### src/rtl/chunked_seq_adder_pkg.sv
// rtl/chunked_seq_adder_pkg.sv - shared types, defaults and sizing helpers for the chunked adder
package chunked_seq_adder_pkg;

    typedef enum logic [1:0] {
        IDLE = 2'd0,
        RUN  = 2'd1,
        DONE = 2'd2
    } state_t;

    localparam int DEF_WIDTH = 16;
    localparam int DEF_CHUNK = 4;

    function automatic int calc_nchunk(input int width, input int chunk);
        return width / chunk;
    endfunction

    // A single-chunk configuration still needs a 1-bit counter to keep the port legal.
    function automatic int calc_cnt_w(input int width, input int chunk);
        int n;
        n = width / chunk;
        return (n <= 1) ? 1 : $clog2(n);
    endfunction

endpackage

### src/rtl/chunked_seq_adder_if.sv
// rtl/chunked_seq_adder_if.sv - operand/result handshake bundle for the chunked adder
interface chunked_seq_adder_if #(
    parameter int WIDTH = 16
);
    logic             in_valid;
    logic             in_ready;
    logic [WIDTH-1:0] a;
    logic [WIDTH-1:0] b;
    logic             cin;
    logic             sub;
    logic             out_valid;
    logic             out_ready;
    logic [WIDTH-1:0] sum;
    logic             cout;
    logic             ovf;

    modport master (
        output in_valid, a, b, cin, sub, out_ready,
        input  in_ready, out_valid, sum, cout, ovf
    );

    modport slave (
        input  in_valid, a, b, cin, sub, out_ready,
        output in_ready, out_valid, sum, cout, ovf
    );
endinterface

### src/rtl/chunked_seq_adder_chunk_adder.sv
// rtl/chunked_seq_adder_chunk_adder.sv - combinational CHUNK-bit ripple-carry slice adder
module chunk_adder #(
    parameter int CHUNK = 4
) (
    input  logic [CHUNK-1:0] x,
    input  logic [CHUNK-1:0] y,
    input  logic             ci,
    output logic [CHUNK-1:0] s,
    output logic             co
);
    logic [CHUNK:0] w_c;

    assign w_c[0] = ci;

    for (genvar i = 0; i < CHUNK; i++) begin : g_bit
        assign s[i]     = x[i] ^ y[i] ^ w_c[i];
        assign w_c[i+1] = (x[i] & y[i]) | (w_c[i] & (x[i] ^ y[i]));
    end

    assign co = w_c[CHUNK];
endmodule

### src/rtl/chunked_seq_adder.sv
// rtl/chunked_seq_adder.sv - multi-cycle add/sub that ripples carry across CHUNK-bit slices
module chunked_seq_adder
    import chunked_seq_adder_pkg::*;
#(
    parameter int WIDTH = DEF_WIDTH,
    parameter int CHUNK = DEF_CHUNK
) (
    input logic                i_clk,
    input logic                i_rst_n,
    chunked_seq_adder_if.slave bus
);
    localparam int                NCHUNK   = calc_nchunk(WIDTH, CHUNK);
    localparam int                CNT_W    = calc_cnt_w(WIDTH, CHUNK);
    localparam int                MSB      = WIDTH - 1;
    localparam logic [CNT_W-1:0]  LAST_CNT = CNT_W'(NCHUNK - 1);

    state_t             r_state;
    state_t             w_next;
    logic [WIDTH-1:0]   r_a;
    logic [WIDTH-1:0]   r_b;
    logic [WIDTH-1:0]   r_sum;
    logic [CNT_W-1:0]   r_cnt;
    logic               r_carry;
    logic               r_cout;
    logic               r_ovf;
    logic [31:0]        w_base;
    logic [CHUNK-1:0]   w_s;
    logic               w_co;
    logic               w_last;

    assign w_base = 32'(r_cnt) * 32'(CHUNK);
    assign w_last = (r_cnt == LAST_CNT);

    chunk_adder #(.CHUNK(CHUNK)) u_chunk (
        .x  (r_a[w_base +: CHUNK]),
        .y  (r_b[w_base +: CHUNK]),
        .ci (r_carry),
        .s  (w_s),
        .co (w_co)
    );

    always_ff @(posedge i_clk or negedge i_rst_n) begin
        if (!i_rst_n) r_state <= IDLE;
        else          r_state <= w_next;
    end

    always_comb begin
        w_next = r_state;
        case (r_state)
            IDLE:    if (bus.in_valid)  w_next = RUN;
            RUN:     if (w_last)        w_next = DONE;
            DONE:    if (bus.out_ready) w_next = IDLE;
            default:                    w_next = IDLE;
        endcase
    end

    always_comb begin
        bus.in_ready  = 1'b0;
        bus.out_valid = 1'b0;
        case (r_state)
            IDLE:    bus.in_ready  = 1'b1;
            DONE:    bus.out_valid = 1'b1;
            default: ;
        endcase
    end

    // Subtraction is folded into the operand latch: b is inverted once and the +1 rides in as carry.
    always_ff @(posedge i_clk or negedge i_rst_n) begin
        if (!i_rst_n) begin
            r_a     <= '0;
            r_b     <= '0;
            r_sum   <= '0;
            r_cnt   <= '0;
            r_carry <= 1'b0;
            r_cout  <= 1'b0;
            r_ovf   <= 1'b0;
        end else begin
            case (r_state)
                IDLE: if (bus.in_valid) begin
                    r_a     <= bus.a;
                    r_b     <= bus.sub ? ~bus.b : bus.b;
                    r_carry <= bus.sub | bus.cin;
                    r_cnt   <= '0;
                end
                RUN: begin
                    r_sum[w_base +: CHUNK] <= w_s;
                    r_carry                <= w_co;
                    r_cnt                  <= r_cnt + 1'b1;
                    if (w_last) begin
                        r_cout <= w_co;
                        r_ovf  <= (r_a[MSB] == r_b[MSB]) && (w_s[CHUNK-1] != r_a[MSB]);
                    end
                end
                default: ;
            endcase
        end
    end

    assign bus.sum  = r_sum;
    assign bus.cout = r_cout;
    assign bus.ovf  = r_ovf;
endmodule
### src/flat_wrapper.sv
// flat-port wrapper written by rule: the top's interface ports become plain ports
module chunked_seq_adder_flat import chunked_seq_adder_pkg::*;
#(
    parameter int WIDTH = DEF_WIDTH,
    parameter int CHUNK = DEF_CHUNK
)
  (i_clk, i_rst_n, bus_in_valid, bus_a, bus_b, bus_cin, bus_sub, bus_out_ready, bus_in_ready, bus_out_valid, bus_sum, bus_cout, bus_ovf);
  chunked_seq_adder_if #(.WIDTH(WIDTH)) bus_i ();
  input logic i_clk;
  input logic i_rst_n;
  input wire logic [$bits(bus_i.in_valid)-1:0] bus_in_valid;
  input wire logic [$bits(bus_i.a)-1:0] bus_a;
  input wire logic [$bits(bus_i.b)-1:0] bus_b;
  input wire logic [$bits(bus_i.cin)-1:0] bus_cin;
  input wire logic [$bits(bus_i.sub)-1:0] bus_sub;
  input wire logic [$bits(bus_i.out_ready)-1:0] bus_out_ready;
  output wire logic [$bits(bus_i.in_ready)-1:0] bus_in_ready;
  output wire logic [$bits(bus_i.out_valid)-1:0] bus_out_valid;
  output wire logic [$bits(bus_i.sum)-1:0] bus_sum;
  output wire logic [$bits(bus_i.cout)-1:0] bus_cout;
  output wire logic [$bits(bus_i.ovf)-1:0] bus_ovf;
  assign bus_i.in_valid = bus_in_valid;
  assign bus_i.a = bus_a;
  assign bus_i.b = bus_b;
  assign bus_i.cin = bus_cin;
  assign bus_i.sub = bus_sub;
  assign bus_i.out_ready = bus_out_ready;
  assign bus_in_ready = bus_i.in_ready;
  assign bus_out_valid = bus_i.out_valid;
  assign bus_sum = bus_i.sum;
  assign bus_cout = bus_i.cout;
  assign bus_ovf = bus_i.ovf;
  chunked_seq_adder #(.WIDTH(WIDTH), .CHUNK(CHUNK)) u_core (.i_clk(i_clk), .i_rst_n(i_rst_n), .bus(bus_i));
endmodule
### config.mk
export PLATFORM = sky130hd
export DESIGN_NAME = chunked_seq_adder_flat
export DESIGN_NICKNAME = d
export VERILOG_FILES = /design/src/rtl/chunked_seq_adder_pkg.sv /design/src/rtl/chunked_seq_adder_if.sv /design/src/rtl/chunked_seq_adder_chunk_adder.sv /design/src/rtl/chunked_seq_adder.sv /design/src/flat_wrapper.sv
export SDC_FILE = /design/constraint.sdc
export NUM_CORES = 1
export LEC_CHECK = 0
export BUFFER_PORTS_ARGS = -buffer_cell sky130_fd_sc_hd__buf_2
export CORE_MARGIN = 5
export CORE_UTILIZATION = 49
export DETAILED_ROUTE_END_ITERATION = 10
export PLACE_DENSITY_LB_ADDON = 0.3
export SLEW_MARGIN = 10
export SYNTH_ARGS = -nofsm -noshare
export SYNTH_HDL_FRONTEND = slang
export SYNTH_SLANG_ARGS = --single-unit
### constraint.sdc
create_clock -name i_clk -period 3.4 [get_ports i_clk]
set_input_delay 0.17 -clock i_clk [delete_from_list [all_inputs] [get_ports i_clk]]
set_output_delay 0.17 -clock i_clk [all_outputs]
set_load 0.005 [all_outputs]
; ---- Word-level counts from Yosys, hierarchy flattened
; Cells that the tools add are included.
[classes]
addsub = 2
n_eq_ne = 8
n_shift = 4
mux = 12
n_bitwise = 22
reduce_logical = 7
[op_table]
columns = operator, n
row1 = $neg 4->34, 1
row2 = $shift 4x34->16 const A, 1
row3 = $shiftx 4x34->16, 1
row4 = $shiftx 16x5->4, 2
row5 = $bwmux 16, 1
row6 = $mux 16, 1
row7 = $not 16->16, 1
row8 = $and 1x1->1, 8
row9 = $mux 2, 4
row10 = $xor 1x1->1, 8
row11 = $pmux 2 s3, 1
row12 = $reduce_and 2->1, 3
row13 = $or 1x1->1, 5
row14 = $eq 2x2->1 const B, 2
row15 = $ne 2x2->1 const B, 2
row16 = $pmux 2 s2, 1
row17 = $mux 1, 3
row18 = $reduce_and 3->1, 1
row19 = $add 2x1->2 const B, 1
row20 = $eq 2x1->1 const B, 1
row21 = $logic_not 2->1, 1
row22 = $ne 2x1->1 const B, 1
row23 = $pmux 1 s2, 1
row24 = $reduce_bool 2->1, 1
row25 = 3 further kinds, 3
[totals]
reg_bits = 55
out_inout_bits = 20
word_cells = 63

; ---- Logic depth before layout (Yosys ltp)
[depth]
depth_word = 11
ltp_mapped = 9
ltp_nobuf = 8

; ---- Modules after synthesis
; Synthesis repeated with hierarchy kept, for this count alone.
[unflattened]
hier_cells = 249
hier_area_um2 = 2758.9
[by_module_without_submodules]
columns = mod, instances, cells_per_inst, area_each_um2, seq_area_each_um2
row1 = chunked_seq_adder, 1, 235, 2641.3, 1376.3
row2 = chunk_adder, 1, 14, 117.6, 0.0

; ---- Worst setup path after synthesis
; OpenSTA, ideal clock, no wires.
[synth_path]
path_kind = register -> register
start = register u_core.r_cnt[0]
end = register u_core.r_ovf (netlist: u_core.bus.ovf)
setup_ps = 125
arrival_time_ps = 3333
required_ps = 3275
path_slack_ps = -57
path_stages_with_launch = 9
path_cell_list = dfrtp_1 buf_4 mux4_2 fa_1 fa_1 fa_1 fa_1 o22ai_1 mux2_2
[synth_between]
elab_chain_len = 11
elab_cells_between_ends = 20
[synth_rtl]
columns = item, line
row1 = from (decl), chunked_seq_adder.sv:22  ; logic [CNT_W-1:0] r_cnt;
row2 = from (signal assigned), chunked_seq_adder.sv:88  ; r_cnt <= r_cnt + 1'b1;
row3 = $shiftx 16x5->4 (on tied branches), "chunked_seq_adder.sv:35, chunked_seq_adder.sv:36"
row4 = $xor 1x1->1, chunked_seq_adder_chunk_adder.sv:17  ; assign w_c[i+1] = (x[i] & y[i]) | (w_c[i] & (x[i] ^ y[i]));
row5 = $and 1x1->1, chunked_seq_adder_chunk_adder.sv:17
row6 = $or 1x1->1, chunked_seq_adder_chunk_adder.sv:17
row7 = $and 1x1->1, chunked_seq_adder_chunk_adder.sv:17
row8 = $or 1x1->1, chunked_seq_adder_chunk_adder.sv:17
row9 = $and 1x1->1, chunked_seq_adder_chunk_adder.sv:17
row10 = $or 1x1->1, chunked_seq_adder_chunk_adder.sv:17
row11 = $xor 1x1->1, chunked_seq_adder_chunk_adder.sv:16  ; assign s[i] = x[i] ^ y[i] ^ w_c[i];
row12 = $ne 1x1->1, chunked_seq_adder.sv:91  ; r_ovf <= (r_a[MSB] == r_b[MSB]) && (w_s[CHUNK-1] != r_a[MSB]);
row13 = $logic_and 1x1->1, chunked_seq_adder.sv:91
row14 = to (signal assigned), chunked_seq_adder.sv:91
row15 = to (decl), chunked_seq_adder.sv:25  ; logic r_ovf;
; Parallel ways exist; a longest one is shown, timed or not.
; A chain may end at the register's enable or synchronous reset.

; ---- Worst setup path in the final report
; Ends and elaborated chain as after synthesis.

==> qor.txt <==
Status: finished, final reports clean
Row Count: 27
Seq pwr share: 36.6%
Total GRT Usage: 16.1%
Avg Vias per Cell: 5.02
Max Cap Violations: 0
Synthesized flop and latch total: 55
Total number of vias: 1,818
Least-Margin Pin Slew: 0.877 ns
DIE AREA: 0.00718 mm^2
Inserted Clock Buffers: 5
Worst path arrival time: 3.41 ns
Final non-filler cell area: 0.00316 mm^2
Setup TNS: 0 ns
Post-synth net total: 280
Max Clock Freq: 0.312 GHz
Worst Clk Skew: 0.0123 ns
Port bufs: 57
Clock insertion delay at the later pin of the skew report: 0.32 ns
Min Tclk post-route: 3.20 ns
Clock Tree Root: clkbuf_8
Antenna-violating nets left: 0
Initial Utilization: 50.0%
TritonCTS clock tree: built
First-pass DRT Iterations: 4
Worst vdd ir: 0.440 mV
Setup crit end kind: flop
Crit path kind: flop to flop
Period utilization: 94.2%
RSZ-0062 raised after global routing: no
Crit path max fanout: 5
Slew Viols, Final: 0
Final net count: 337
Max Buffers Root-to-Sink: 2
Post-DP HPWL: 4110 um
Ports: 58
CP required: 3.61 ns
Sw Share: 40.2%
Net switching power: 1.24 mW
Slew HR: 41.3%
DP Area: 0.00304 mm^2
H-tree levels: 2
Worst hold path class: input port to flop
Synth Instances: 232
Yosys cell types: 27
# diodes: 0
Combinational fraction of design power: 49.0%
Largest net degree at the start of global routing: 34
DRC: 0
Global placer's final weighted congestion: 0.779
Setup violators final: 0
Vias in the first global route: 1,905
Worst R2R Start: u_core.r_cnt[0]$_DFFE_PN0P_
Starting DRT DRC Count: 37
Ys Warns: 0
Power per cell area: 978 mW/mm^2
Crit. Startpoint: u_core.r_cnt[0]$_DFFE_PN0P_
Final WL: 5280 um
Die X-Extent: 84.7 um
Leakage power: 1.57 nW
Clock power frac: 14.4%
Drt wl/cell: 14.6 um
Worst setup SP type: flop
First-pass GRT wire length: 9050 um
Min-Delay Startpoint: bus_a[6]
Netlist Area Pre-Place: 0.00274 mm^2
GRT overflow: 0
Initial antenna violation count: 0
PostCTS Resize Cnt: 0
Int Pwr: 1.85 mW
Hold Vio Cnt, Final: 0
Ratio of cells with drive above 1 in the final layout: 36.2%
Placeable Area: 0.00547 mm^2
Syn Area/Cell: 11.8 um^2
Clock slew at reported path FFs: 0.10 ns
Number of clock sinks: 55
Sequential share of the synthesized area: 50.3%
Area delta synth->final: 15.6%
Die H: 84.7 um
final cells by class:
class	instances	area (um^2)
clock buffer	5	68.8
sequential	55	1380
multi-input combinational	160	1230
clock inverter	3	47.5
fill	507	2310
tap	72	90.1
timing repair buffer	63	333
inverter	4	15.0
cell families after synthesis:
logic type / Yosys count / synth area share (%)
xor gates and xnor gates: 16 / 5.12
adders and majority gates: 10 / 5.67
buffers and inverters: 17 / 4.71
AOI/OAI and AO/OA: 38 / 11.5
and+or+nand+nor: 86 / 15.3
DFF: 55 / 50.3
muxes: 10 / 7.41
registers in the layout, indices dropped and copies added (netlist names):
register / count
u_core.bus.sum: 16
u_core.r_a: 16
u_core.r_b: 16
u_core.r_cnt: 2
u_core.r_state: 2
u_core.bus.cout: 1
u_core.bus.ovf: 1
u_core.r_carry: 1
critical path: stages, from the launching register on:
cell      delay, ns
dfrtp_2        0.45
mux4_2         0.54
fa_1           0.41
fa_1           0.39
fa_1           0.41
fa_1           0.48
nand2b_1       0.09
o22ai_1        0.07
mux2_2         0.26
power groups by stage:
stage	combinational [mW]	clock (mW)	sequential, mW
final	1.52	0.444	1.13
after global routing	1.69	0.480	1.18
after CTS	1.55	0.453	1.14
after detailed placement	1.54	0	1.15
after global placement	1.52	0	1.14
after floorplan	1.17	0	1.07
stage by stage:
stage | setup slack (ns) | hold slack (ns) | std cells | util, % | total power, mW
floorplan | 0.0184 | -0.126 | 232 | - | 2.24
global placement | 0.225 | 0.265 | 353 | 55.5 | 2.66
detailed placement | 0.208 | 0.268 | 353 | 55.5 | 2.69
CTS | 0.192 | 0.0210 | 362 | 57.8 | 3.14
global route | 0.102 | 0.0313 | 362 | 57.8 | 3.35
finish | 0.198 | 0.0304 | 362 | 57.8 | 3.09
final timing paths:
check / end / cells after the start / slack, ns
worst max-delay path: u_core.bus.ovf$_DFFE_PN0P_ / 8 / 0.20
worst min-delay path: u_core.r_a[6]$_DFFE_PN0P_ / 3 / 0.03
worst max register to register: u_core.bus.ovf$_DFFE_PN0P_ / 8 / 0.20
worst min register to register: u_core.r_b[12]$_DFFE_PN0P_ / 2 / 0.48
max in group asynchronous: u_core.r_b[5]$_DFFE_PN0P_ / 3 / 2.22
min in group asynchronous: u_core.r_a[7]$_DFFE_PN0P_ / 2 / 0.42
what timing repair did:
action	CTS	global route
buffers inserted	0	0
hold buffers	1	0
endpoints found under the hold margin	32	0
cell usage after synthesis (all sizes together):
cell     n  area share (%)
nand2   67             9.2
or3b     1            0.32
nand3b   4             1.1
nand3    4            0.91
ha       6             2.7
dfrtp   55              50
inv      4            0.55
o21ai   21             6.2
a22o    16             5.1
nor3b    1            0.46
nor4     3             1.4
buf     12             4.0
xnor2   16             5.1
mux2     2            0.82
nor2b    1            0.23
nor2     1            0.14
nor4b    1            0.87
clkbuf   1            0.14
o22ai    1            0.23
fa       4             2.9
mux4     8             6.6
nand2b   3            0.69
cell usage in the layout (no fill, tap or decap), types with 2 or more instances in the layout:
cell type,n
nand2_1,67
buf_2,57
dfrtp_1,54
o21ai_2,17
xnor2_1,16
a22o_1,16
mux4_2,8
ha_1,6
clkbuf_8,5
buf_4,5
inv_1,4
o21ai_0,4
nand3b_1,4
fa_1,4
nand2b_1,3
nand3_1,3
nor4_2,3
mux2_2,2
metal layers:
layer / GRT usage, % / wire length, um
met1: 20.1 / 2310
met2: 27.3 / 2640
met5: 0 / 0
met4: 4.75 / 65
met3: 4.61 / 266
No activity file was read; power rests on OpenSTA's default activity.
